[config.mk]
export PLATFORM = sky130hd
export DESIGN_NAME = addr_chunked
export DESIGN_NICKNAME = d
export VERILOG_FILES = /design/src/rtl/addr_chunked.sv
export SDC_FILE = /design/constraint.sdc
export NUM_CORES = 1
export LEC_CHECK = 0
export ABC_CLOCK_PERIOD_IN_PS = 2450
export BUFFER_PORTS_ARGS = -buffer_cell sky130_fd_sc_hd__buf_2
export CORE_MARGIN = 4
export CORE_UTILIZATION = 49
export DETAILED_ROUTE_END_ITERATION = 7
export GPL_ROUTABILITY_DRIVEN = 1
export PLACE_DENSITY_LB_ADDON = 0.2
export RECOVER_POWER = 25
export REMOVE_ABC_BUFFERS = 1
export SLEW_MARGIN = 20
export SYNTH_ARGS = -nofsm -noshare
export SYNTH_HDL_FRONTEND = slang
export SYNTH_SLANG_ARGS = --single-unit
[constraint.sdc]
create_clock -name clk -period 2.45 [get_ports clk]
set_input_delay 0.49 -clock clk [delete_from_list [all_inputs] [get_ports clk]]
set_output_delay 0.49 -clock clk [all_outputs]
set_load 0.1 [all_outputs]
[src/rtl/addr_chunked.sv]
// addr_chunked: WIDTH-bit add/subtract unit. It adds CHUNK bits per clock,
// least significant chunk first, and keeps the carry in a register between
// chunks. Operands come in and results go out over valid/ready handshakes.
// It reports the raw carry-out and the two's-complement overflow.
module addr_chunked #(
    parameter int unsigned WIDTH = 16,
    parameter int unsigned CHUNK = 4
) (
    input  logic             clk,
    input  logic             rst,
    input  logic             in_valid,
    output logic             in_ready,
    input  logic [WIDTH-1:0] a,
    input  logic [WIDTH-1:0] b,
    input  logic             cin,
    input  logic             sub,
    output logic             out_valid,
    input  logic             out_ready,
    output logic [WIDTH-1:0] s,
    output logic             cout,
    output logic             ovf
);

    localparam int unsigned NCHUNK = WIDTH / CHUNK;
    localparam int unsigned CNT_W  = (NCHUNK > 1) ? $clog2(NCHUNK) : 1;
    localparam int unsigned SUM_W  = CHUNK + 1;
    localparam logic [CNT_W-1:0] LAST_CHUNK = CNT_W'(NCHUNK - 1);

    typedef enum logic [1:0] {
        IDLE = 2'd0,
        RUN  = 2'd1,
        DONE = 2'd2
    } state_e;

    state_e           state_q, state_d;
    logic [WIDTH-1:0] a_q, a_d;
    logic [WIDTH-1:0] bb_q, bb_d;
    logic             carry_q, carry_d;
    logic [CNT_W-1:0] cnt_q, cnt_d;
    logic [WIDTH-1:0] s_q, s_d;
    logic             cout_q, cout_d;
    logic             ovf_q, ovf_d;
    logic             out_valid_q, out_valid_d;

    logic [31:0]      bit_idx;
    logic [CHUNK-1:0] a_k;
    logic [CHUNK-1:0] bb_k;
    logic [SUM_W-1:0] chunk_sum;

    // Select the chunk the counter points at and add it with the carry.
    assign bit_idx   = 32'(cnt_q) * 32'(CHUNK);
    assign a_k       = a_q[bit_idx +: CHUNK];
    assign bb_k      = bb_q[bit_idx +: CHUNK];
    assign chunk_sum = SUM_W'(a_k) + SUM_W'(bb_k) + SUM_W'(carry_q);

    // Accept new operands only in IDLE. Reset forces in_ready low at once.
    assign in_ready  = (state_q == IDLE) && !rst;

    assign out_valid = out_valid_q;
    assign s         = s_q;
    assign cout      = cout_q;
    assign ovf       = ovf_q;

    // Next-state logic and per-chunk datapath update.
    always_comb begin
        state_d     = state_q;
        a_d         = a_q;
        bb_d        = bb_q;
        carry_d     = carry_q;
        cnt_d       = cnt_q;
        s_d         = s_q;
        cout_d      = cout_q;
        ovf_d       = ovf_q;
        out_valid_d = out_valid_q;

        case (state_q)
            IDLE: begin
                if (in_valid && in_ready) begin
                    a_d     = a;
                    bb_d    = b ^ {WIDTH{sub}};
                    carry_d = cin ^ sub;
                    cnt_d   = '0;
                    state_d = RUN;
                end
            end
            RUN: begin
                s_d[bit_idx +: CHUNK] = chunk_sum[CHUNK-1:0];
                carry_d               = chunk_sum[CHUNK];
                if (cnt_q == LAST_CHUNK) begin
                    // The carry into the MSB is recovered as a ^ bb ^ sum at that bit.
                    cout_d      = chunk_sum[CHUNK];
                    ovf_d       = a_k[CHUNK-1] ^ bb_k[CHUNK-1]
                                ^ chunk_sum[CHUNK-1] ^ chunk_sum[CHUNK];
                    out_valid_d = 1'b1;
                    state_d     = DONE;
                end else begin
                    cnt_d = cnt_q + CNT_W'(1);
                end
            end
            DONE: begin
                if (out_ready) begin
                    out_valid_d = 1'b0;
                    state_d     = IDLE;
                end
            end
            default: begin
                state_d = IDLE;
            end
        endcase
    end

    // State and datapath registers with synchronous reset.
    always_ff @(posedge clk) begin
        if (rst) begin
            state_q     <= IDLE;
            a_q         <= '0;
            bb_q        <= '0;
            carry_q     <= 1'b0;
            cnt_q       <= '0;
            s_q         <= '0;
            cout_q      <= 1'b0;
            ovf_q       <= 1'b0;
            out_valid_q <= 1'b0;
        end else begin
            state_q     <= state_d;
            a_q         <= a_d;
            bb_q        <= bb_d;
            carry_q     <= carry_d;
            cnt_q       <= cnt_d;
            s_q         <= s_d;
            cout_q      <= cout_d;
            ovf_q       <= ovf_d;
            out_valid_q <= out_valid_d;
        end
    end

endmodule
==> flow_summary_export.csv, run 1 <==
group,metric,value,unit
run_status,run_status,"finished clean",
critical_path,critical_path.reg2reg.endpoint,"s[11]",
floorplanning,top_level_ports,58,
floorplanning,die_x,82.7,um
clocking,clock_tree.root_cell,"sky130_fd_sc_hd__clkbuf_8",
logic_synthesis,synth_most_common_cell,"sky130_fd_sc_hd__dfxtp_1",
detailed_routing,route.met2.wl,2630,um
logic_synthesis,synth_compound_area_share,13.7,%
clocking,clock_tree.htree_level_count,2,
clocking,clock_path_buffers,2,
hold_path,whs_path_cells,3,
logic_synthesis,postSynthRegisterBits,56,
detailed_routing,route.detailed.vias_per_inst,5.15,
floorplanning,rows,26,
power,vdd_ir_drop_max,329,uV
detailed_routing,drc_errors,0,
global_routing,grtUsageTotal,17.7,%
logic_synthesis,basic_gate_share_of_the_synthesized_area_counting_and_or_nand_and_nor_cells,21.4,%
clocking,cts_made_buffers,5,
hold_path,worst_hold_path_type,"in -> reg",
clocking,clk_pin_slew_worst_paths,0.11,ns
timing,hold_viol_final,0,
logic_synthesis,netlist.area_leader.share,41.0,%
critical_path,startpoint_type,"register",
layout,num_antenna_cells,0,
logic_synthesis,mappedNetlistArea,0.00273,sq mm
critical_path,reg2reg_setup_slack,0.14,ns
critical_path,cp_data_arrival_time,2.53,ns
detailed_routing,antenna_viol_nets_final,0,
logic_synthesis,synth.lib_cells_used.distinct,39,
global_routing,via_count_of_the_first_global_routing_pass,2058,
critical_path,worstRegToRegCells,7,
global_routing,grt_max_degree,37,
placed_design,dpl.cell_count,400,
logic_synthesis,synth.largest_area_cell,"sky130_fd_sc_hd__dfxtp_1",
floorplanning,floorplan.die_area,0.00684,sq mm
clocking,cts.hold.buffers_added,0,
logic_synthesis,yosys-mux-area-fraction,6.96,%
power,pwr_density_cell,616,mW/mm^2
placed_design,globalplace.congestion,0.811,
global_routing,grt_first_pass_wirelength,9430,um
layout,final_net_count,387,
floorplanning,floorplan.initialDensity,51.9,%
critical_path,worstReg2RegStart,"cnt_q[0]",
layout,flow.area_growth_from_synthesis,16.8,%
logic_synthesis,post_synth_fa_ha_maj_area_fraction,5.59,%
timing,hold_ws,0.365,ns
power,report.power.total,1.97,mW
critical_path,crit_path_max_fo,11,
clocking,tritoncts,"built",
critical_path,worst_ep_required_time,2.67,ns
layout,share_of_final_layout_standard_cells_stronger_than_drive_strength_1,27.4,%
timing,rsz0062_at_grt,"yes",
logic_synthesis,synth_seq_area_share,41.0,%
global_routing,grt_overflow,0,
job,max_cap_viol_count,0,
power,power_leakage,1.25,nW
detailed_routing,routedLengthMet1,2530,um
floorplanning,die_height,82.7,um
timing,final-setup-viol-count,0,
critical_path,path_class,"reg -> reg",
floorplanning,core-area,0.00527,sq mm
detailed_routing,routed_wire_length_per_instance,13.4,um
logic_synthesis,postSynth.topFlopCell,"sky130_fd_sc_hd__dfxtp_1",
placed_design,placement.io_buffers,57,
logic_synthesis,async_reset_ff_share,0,%
critical_path,cp-startpoint,"cnt_q[0]",
timing,maxClockFrequency,433,MHz
timing,worst_clock_skew,0.0115,ns
logic_synthesis,synthCells,286,
timing,timing.final.max_slew_violations,0,
timing,slew-limit-headroom,18.4,%
clocking,worst_skew_pair.late_latency,0.32,ns
logic_synthesis,largest_family_of_logic_cells_by_synthesized_area,"simple AND/OR/NAND/NOR gates",
timing,final_period_minus_worst_setup_slack,2.31,ns
detailed_routing,postRouteWirelength,5500,um
global_routing,antenna_found_initial,0,
detailed_routing,met3RoutedLength,288,um
timing,slew_at_the_pin_with_the_worst_max_slew_slack,1.22,ns
critical_path,endpoint,"s[11]",
logic_synthesis,yosysWarnings,0,
logic_synthesis,synth_edf_count,0,
placed_design,dp_hpwl,3990,um
logic_synthesis,postSynthAreaPerCell,9.55,sq um
detailed_routing,dr.max_layer_used,"met4",
logic_synthesis,post_synth_xor_area_fraction,6.09,%
detailed_routing,router_iterations_before_antenna_repair,4,
detailed_routing,drtIter0Drc,128,
detailed_routing,dr_total_vias,2106,
logic_synthesis,ys_top_cells_by_area,"sky130_fd_sc_hd__dfxtp_1 41%, sky130_fd_sc_hd__mux4_2 6.6%, sky130_fd_sc_hd__xnor2_1 6.1%, sky130_fd_sc_hd__o21ai_0 5.3%, sky130_fd_sc_hd__nand3b_1 4.7%",
layout,final_cell_count_no_fill,409,
critical_path,setup.worst_path.end_class,"register",
timing,layout_worst_path_cycle_share,94.3,%
logic_synthesis,synth.top_cells.by_count,"56 x sky130_fd_sc_hd__dfxtp_1, 29 x sky130_fd_sc_hd__nand2_1, 29 x sky130_fd_sc_hd__o21ai_0",
clocking,cts.sink_count,56,
[cell usage in the layout, fill, tap and decap left out, types with 2 or more instances in the layout]
cell type                  instances
sky130_fd_sc_hd__xnor2_1          19
sky130_fd_sc_hd__o21ai_0          30
sky130_fd_sc_hd__o211ai_1          2
sky130_fd_sc_hd__ha_1              9
sky130_fd_sc_hd__nor3_1            2
sky130_fd_sc_hd__nand2b_1         18
sky130_fd_sc_hd__inv_1             7
sky130_fd_sc_hd__mux4_2            8
sky130_fd_sc_hd__nand3_1           3
sky130_fd_sc_hd__dfxtp_1          55
sky130_fd_sc_hd__clkbuf_8          5
sky130_fd_sc_hd__nand3b_1         17
sky130_fd_sc_hd__buf_2            57
sky130_fd_sc_hd__a21oi_1           9
sky130_fd_sc_hd__buf_4             4
sky130_fd_sc_hd__nand2_1          29
sky130_fd_sc_hd__a22oi_1          12
sky130_fd_sc_hd__nor2_1           22
sky130_fd_sc_hd__o21ai_1           2
[registers in the layout, summed over array words and instances, names as in the netlist]
register and flops:
s 16, out_valid 1, cnt_q 2, ovf 1
a_q 16, cout 1, state_q 2, bb_q 16
carry_q 1
[timing repair]
action | CTS | global route
gates resized for setup | 0 | 7
buffers inserted | 0 | 1
endpoints found under the setup margin | 0 | 11
[per-layer routing]
metal	global-route usage, %	vias up
met1	24.0	962
met5	0	-
met3	3.90	6
li1	-	1092
met2	28.8	46
met4	4.41	0
[layout make-up]
type,count,area (sq um)
fillers,504,2080
multi-input cells,204,1500
flip-flops and latches,56,1120
repair buffers,64,344
well taps,70,87.6
clock buffers,5,68.8
clock inverters,3,46.3
inverters,7,26.3
[through the flow]
stage / setup slack (ns) / cell area (sq um) / setup TNS [ns] / utilization (%)
global route: -0.00994 / 3190 / -0.0164 / 60.6
detailed placement: 0.0440 / 3050 / 0 / 57.8
floorplan: -0.532 / 2620 / -9.45 / -
finish: 0.140 / 3190 / 0 / 60.6
CTS: 0.0264 / 3160 / 0 / 60.0
global placement: 0.102 / 3050 / 0 / 57.8
[cells by family (layout without fill, tap and decap cells)]
family	count (synthesis)	after routing
buffers and inverters	26	79
adder cells (fa/ha/maj)	11	11
flip-flops	56	56
multiplexers	9	9
XOR/XNOR	19	19
AND/OR/NAND/NOR	102	102
AO/OA/AOI/OAI	63	63
[worst max-delay path, cell delays in order (launching register included)]
cell	delay (ns)
sky130_fd_sc_hd__dfxtp_2	0.36
sky130_fd_sc_hd__buf_12	0.14
sky130_fd_sc_hd__mux4_2	0.54
sky130_fd_sc_hd__ha_1	0.32
sky130_fd_sc_hd__a211oi_2	0.07
sky130_fd_sc_hd__or3b_2	0.53
sky130_fd_sc_hd__a32oi_2	0.20
sky130_fd_sc_hd__nor2_1	0.05
[worst min path at each step]
stage	start	slack, ns	endpoint
after global routing	a[13]	0.36	a_q[13]
after detailed placement	s[15]	0.46	s[15]
after CTS	a[2]	0.36	a_q[2]
after floorplan	a_q[15]	0.44	a_q[15]
after global placement	s[15]	0.44	s[15]
final	a[2]	0.36	a_q[2]
[where the power goes]
part | total (mW) | leakage [nW] | internal, mW | switching (mW)
sequential | 0.991 | 0.458 | 0.960 | 0.0302
clock | 0.621 | 0.0548 | 0.308 | 0.313
combinational | 0.354 | 0.740 | 0.150 | 0.204
No activity file was read; power rests on OpenSTA's default activity.
==> run 2, diff against run 1 <==
--- a/config.mk
+++ b/config.mk
@@ -7,6 +7,7 @@
 export LEC_CHECK = 0
 export ABC_CLOCK_PERIOD_IN_PS = 2450
 export BUFFER_PORTS_ARGS = -buffer_cell sky130_fd_sc_hd__buf_2
+export CORE_ASPECT_RATIO = 2
 export CORE_MARGIN = 4
 export CORE_UTILIZATION = 49
 export DETAILED_ROUTE_END_ITERATION = 7
==> flow_summary_export.csv, run 2 (same netlist as run 1, synthesis figures left out) <==
group,metric,value,unit
hold_path,hold-path-endpoint,"a_q[1]",
power,share_seq_of_total_power,53.8,%
global_routing,grt_overflow,0,
critical_path,path_class,"reg -> reg",
timing,maxClockFrequency,425,MHz
layout,layout_common_cells,"57 x sky130_fd_sc_hd__buf_2, 55 x sky130_fd_sc_hd__dfxtp_1, 31 x sky130_fd_sc_hd__o21ai_0",
detailed_routing,route.detailed.vias_per_inst,5.42,
timing,rsz0062_at_grt,"yes",
floorplanning,top_level_ports,58,
hold_path,min_from,"a[1]",
detailed_routing,dr_total_vias,2168,
hold_path,worst_hold_path_type,"in -> reg",
detailed_routing,antenna_viol_nets_final,0,
clocking,clock_tree.root_cell,"sky130_fd_sc_hd__clkbuf_8",
layout,final_net_count,388,
layout,share_of_final_layout_standard_cells_stronger_than_drive_strength_1,26.5,%
timing,worst_clock_skew,0.0125,ns
global_routing,antenna_found_initial,0,
critical_path,critical_path.reg2reg.endpoint,"s[3]",
layout,num_antenna_cells,0,
critical_path,cp_data_arrival_time,2.56,ns
global_routing,grtUsageTotal,18.2,%
global_routing,grt_first_pass_wirelength,9650,um
layout,most_frequent_standard_cell_in_the_layout_excluding_fill_and_tap_cells,"sky130_fd_sc_hd__buf_2",
critical_path,worstReg2RegStart,"cnt_q[0]",
timing,slew_at_the_pin_with_the_worst_max_slew_slack,1.17,ns
timing,timing.final.max_slew_violations,0,
placed_design,dp_hpwl,4350,um
detailed_routing,dr.max_layer_used,"met4",
placed_design,globalplace.congestion,0.868,
clocking,worst_skew_pair.late_latency,0.31,ns
floorplanning,floorplan.initialDensity,50.4,%
clocking,cts_made_buffers,5,
layout,final_util,57.8,%
clocking,clock_tree.htree_level_count,2,
critical_path,setup.worst_path.end_class,"register",
timing,hold_ws,0.367,ns
layout,flow.area_growth_from_synthesis,14.6,%
critical_path,worst_ep_required_time,2.65,ns
power,vdd_ir_drop_max,492,uV
clocking,clk_pin_slew_worst_paths,0.10,ns
detailed_routing,router_iterations_before_antenna_repair,4,
placed_design,placement.io_buffers,57,
timing,hold_viol_final,0,
clocking,tritoncts,"built",
floorplanning,floorplan.die_area,0.00691,sq mm
critical_path,crit_path_max_fo,4,
power,clockPowerShare,27.0,%
critical_path,worstRegToRegCells,7,
critical_path,reg2reg_setup_slack,0.1,ns
detailed_routing,drtIter0Drc,135,
power,swShare,28.8,%
clocking,clock_path_buffers,2,
run_status,run_status,"finished clean",
power,power.combinational.fraction,19.2,%
job,max_cap_viol_count,0,
timing,slew-limit-headroom,22.1,%
floorplanning,core-area,0.00542,sq mm
power,power_report.internal_total,1.31,mW
floorplanning,die_x,60.8,um
power,power_leakage,1.24,nW
clocking,cts.sink_count,56,
global_routing,grt_max_degree,49,
floorplanning,rows,38,
global_routing,via_count_of_the_first_global_routing_pass,2156,
detailed_routing,route.met2.wl,3090,um
detailed_routing,routedLengthMet1,2110,um
critical_path,startpoint_type,"register",
power,pwr_density_cell,589,mW/mm^2
detailed_routing,met3RoutedLength,306,um
timing,final-setup-viol-count,0,
clocking,cts_post_setup_buffers_inserted,0,
floorplanning,die_height,114,um
timing,final_period_minus_worst_setup_slack,2.35,ns
detailed_routing,postRouteWirelength,5730,um
detailed_routing,routed_wire_length_per_instance,14.3,um
power,switching_power,0.531,mW
detailed_routing,drc_errors,0,
timing,layout_worst_path_cycle_share,96.1,%
hold_path,whs_path_cells,3,
==> run 2: changes by cell type in the layout (fill, tap and decap cells not counted), sizes merged <==
cell      delta
buf          +1
bufinv       -1
clkbuf       +1
clkinv       +1
clkinvlp     -1
==> run 2: worst max path at each step <==
stage,from,endpoint,slack [ns],cells past startpoint
4_1_cts,cnt_q[0],s[3],0.07,7
3_5_place_dp,cnt_q[0],ovf,0.11,9
5_1_grt,cnt_q[0],s[3],-0.01,7
3_3_place_gp,cnt_q[1],ovf,0.15,8
2_1_floorplan,rst,cnt_q[1],-0.53,4
6_report,cnt_q[0],s[3],0.1,7
==> run 2: area by class of cell <==
cell class              instances  area [sq um]
fillers                       557          2290
multi-input cells             204          1480
flip-flops and latches         56          1120
repair buffers                 65           339
well taps                      60          75.1
clock buffers                   6          72.6
inverters                       7          26.3
clock inverters                 2          13.8
==> run 2: worst max-delay path, stage by stage (launching register included) <==
cell and delay, ns:
sky130_fd_sc_hd__dfxtp_2 0.35, sky130_fd_sc_hd__buf_4 0.13, sky130_fd_sc_hd__mux4_2 0.50, sky130_fd_sc_hd__fa_2 0.37, sky130_fd_sc_hd__a211oi_2 0.30, sky130_fd_sc_hd__or3b_4 0.20, sky130_fd_sc_hd__nand2_1 0.07, sky130_fd_sc_hd__o41ai_1 0.31
==> run 2: power by group through the flow <==
stage                     combinational [mW]  sequential (mW)  clock (mW)
after floorplan                        0.196             1.04           0
after global placement                 0.344             1.01           0
after detailed placement               0.350             1.01           0
after CTS                              0.351            0.993       0.508
after global routing                   0.393            0.999       0.545
final                                  0.355            0.992       0.498
==> run 2: what timing repair did <==
action	CTS	global route
resized for setup	0	6
hold buffers	0	0
endpoints found under the setup margin	0	12
==> run 2: through the flow <==
stage                     TNS (ns)  setup WS, ns  power, mW  area (sq um)  cells
after floorplan              -9.45        -0.532       1.24          2620    267
after global placement           0         0.147       1.36          3040    392
after detailed placement         0         0.106       1.36          3040    392
after CTS                        0        0.0663       1.85          3120    400
after global routing       -0.0134       -0.0134       1.94          3130    400
final                            0        0.0960       1.84          3130    400
==> run 2: per-layer routing <==
layer | GRT usage (%) | vias up
met4 | 8.97 | 0
met3 | 3.28 | 18
met2 | 32.2 | 69
met5 | 0 | -
met1 | 19.6 | 985
li1 | - | 1096
==> run 3, diff against run 2 <==
--- a/config.mk
+++ b/config.mk
@@ -9,7 +9,7 @@
 export BUFFER_PORTS_ARGS = -buffer_cell sky130_fd_sc_hd__buf_2
 export CORE_ASPECT_RATIO = 2
 export CORE_MARGIN = 4
-export CORE_UTILIZATION = 49
+export CORE_UTILIZATION = 45
 export DETAILED_ROUTE_END_ITERATION = 7
 export GPL_ROUTABILITY_DRIVEN = 1
 export PLACE_DENSITY_LB_ADDON = 0.2
==> flow_summary_export.csv, run 3 (same netlist as run 1, synthesis figures left out) <==
group,metric,value,unit
hold_path,worst_hold_path_type,"in -> reg",
clocking,clock_path_buffers,2,
floorplanning,core-area,0.00581,sq mm
timing,worst_clock_skew,0.00432,ns
clocking,cts_repair_resize_count,0,
clocking,tritoncts,"built",
placed_design,placement.io_buffers,57,
layout,final_cell_count_no_fill,401,
power,pwr_density_cell,647,mW/mm^2
floorplanning,rows,39,
global_routing,grt_overflow,0,
placed_design,globalplace.congestion,0.787,
clocking,clk_pin_slew_worst_paths,0.07,ns
critical_path,worst_ep_required_time,2.63,ns
timing,final-setup-viol-count,0,
layout,most_frequent_standard_cell_in_the_layout_excluding_fill_and_tap_cells,"sky130_fd_sc_hd__buf_2",
clocking,worst_skew_pair.late_latency,0.29,ns
timing,slew_at_the_pin_with_the_worst_max_slew_slack,1.26,ns
timing,layout_worst_path_cycle_share,96.1,%
detailed_routing,route.detailed.vias_per_inst,5.36,
clocking,clock_tree.root_cell,"sky130_fd_sc_hd__clkbuf_16",
detailed_routing,router_iterations_before_antenna_repair,4,
floorplanning,die_x,63.1,um
detailed_routing,antenna_viol_nets_final,0,
clocking,cts.hold.buffers_added,0,
critical_path,crit_path_max_fo,10,
timing,slew-limit-headroom,15.8,%
global_routing,grt_max_degree,41,
detailed_routing,postRouteWirelength,6140,um
clocking,cts_post_setup_buffers_inserted,0,
detailed_routing,routed_wire_length_per_instance,15.3,um
power,power_leakage,1.26,nW
clocking,clock_tree.htree_level_count,2,
critical_path,setup.worst_path.end_class,"register",
placed_design,dp_hpwl,4520,um
detailed_routing,drc_errors,0,
critical_path,path_class,"reg -> reg",
layout,layout_common_cells,"57 x sky130_fd_sc_hd__buf_2, 56 x sky130_fd_sc_hd__dfxtp_1, 30 x sky130_fd_sc_hd__o21ai_0",
floorplanning,floorplan.initialDensity,47.1,%
timing,timing.setup.tns,0,ns
floorplanning,top_level_ports,58,
layout,share_of_final_layout_standard_cells_stronger_than_drive_strength_1,25.9,%
critical_path,cp_data_arrival_time,2.53,ns
layout,num_antenna_cells,0,
layout,final_net_count,388,
placed_design,dpl.cell_count,393,
timing,timing.final.max_slew_violations,0,
timing,final_period_minus_worst_setup_slack,2.35,ns
critical_path,startpoint_type,"register",
timing,rsz0062_at_grt,"yes",
layout,filler_cell_count,555,
run_status,run_status,"finished clean",
detailed_routing,drtIter0Drc,87,
power,vdd_ir_drop_max,387,uV
power,report.power.total,2.08,mW
global_routing,antenna_found_initial,0,
global_routing,via_count_of_the_first_global_routing_pass,2133,
detailed_routing,dr_total_vias,2150,
timing,maxClockFrequency,425,MHz
global_routing,grt_first_pass_wirelength,10100,um
floorplanning,floorplan.die_area,0.00746,sq mm
clocking,cts_made_buffers,5,
timing,hold_ws,0.386,ns
job,max_cap_viol_count,0,
timing,hold_viol_final,0,
clocking,cts.sink_count,56,
global_routing,grtUsageTotal,17.2,%
layout,flow.area_growth_from_synthesis,17.7,%
floorplanning,die_height,118,um
[run 3: cell count changes in the layout (fill, tap and decap cells not counted), moves of 2 or more]
cell / before / now
sky130_fd_sc_hd__clkbuf_16: 0 / 5
sky130_fd_sc_hd__clkbuf_8: 5 / 1
sky130_fd_sc_hd__ha_1: 9 / 7
sky130_fd_sc_hd__ha_4: 0 / 2
[run 3: power breakdown]
group / switching [mW] / internal, mW / total, mW
logic: 0.212 / 0.154 / 0.366
clock network: 0.316 / 0.408 / 0.724
registers: 0.0302 / 0.960 / 0.991
total: 0.558 / 1.52 / 2.08
[run 3: area by class of cell]
cell class                      count  area [sq um]  share of cell area, %
Timing Repair Buffer               65           352                   10.9
Inverter                            7          26.3                  0.817
Clock buffer                        7           143                   4.43
Clock inverter                      1          7.51                  0.233
Tap cell                           61          76.3                   2.37
Sequential cell                    56          1120                   34.9
Multi-Input combinational cell    204          1490                   46.4
[run 3: layer usage]
layer / part of all wire, % / vias up / GRT usage (%)
li1: - / 1094 / -
met2: 56 / 43 / 32.5
met1: 37 / 1001 / 17.2
met4: 3.1 / 0 / 8.85
met5: 0 / - / 0
met3: 3.4 / 12 / 3.42
[run 3: worst paths after layout]
| path | to | slack, ns | cells after the start | from |
|---|---|---|---|---|
| worst max-delay path | s[11] | 0.1 | 7 | cnt_q[0] |
| worst min-delay path | a_q[2] | 0.39 | 3 | a[2] |
| worst max register to register | s[11] | 0.1 | 7 | cnt_q[0] |
| worst min register to register | s[15] | 0.46 | 2 | s[15] |
[run 3: critical path, stage by stage, from the launching register on]
cell and delay (ns):
sky130_fd_sc_hd__dfxtp_1 0.37, sky130_fd_sc_hd__buf_12 0.16, sky130_fd_sc_hd__mux4_2 0.57, sky130_fd_sc_hd__ha_4 0.30, sky130_fd_sc_hd__a211oi_4 0.06, sky130_fd_sc_hd__or3b_2 0.52
sky130_fd_sc_hd__a32oi_1 0.20, sky130_fd_sc_hd__nor2_1 0.05
[run 3: stage by stage]
step / instance area (sq um) / worst slack [ns] / util (%)
after global placement: 3050 / 0.106 / 52.5
after detailed placement: 3050 / 0.0285 / 52.5
after floorplan: 2620 / -0.532 / -
after global routing: 3220 / -0.0450 / 55.4
after CTS: 3200 / 0.0141 / 55.1
final: 3220 / 0.0959 / 55.4
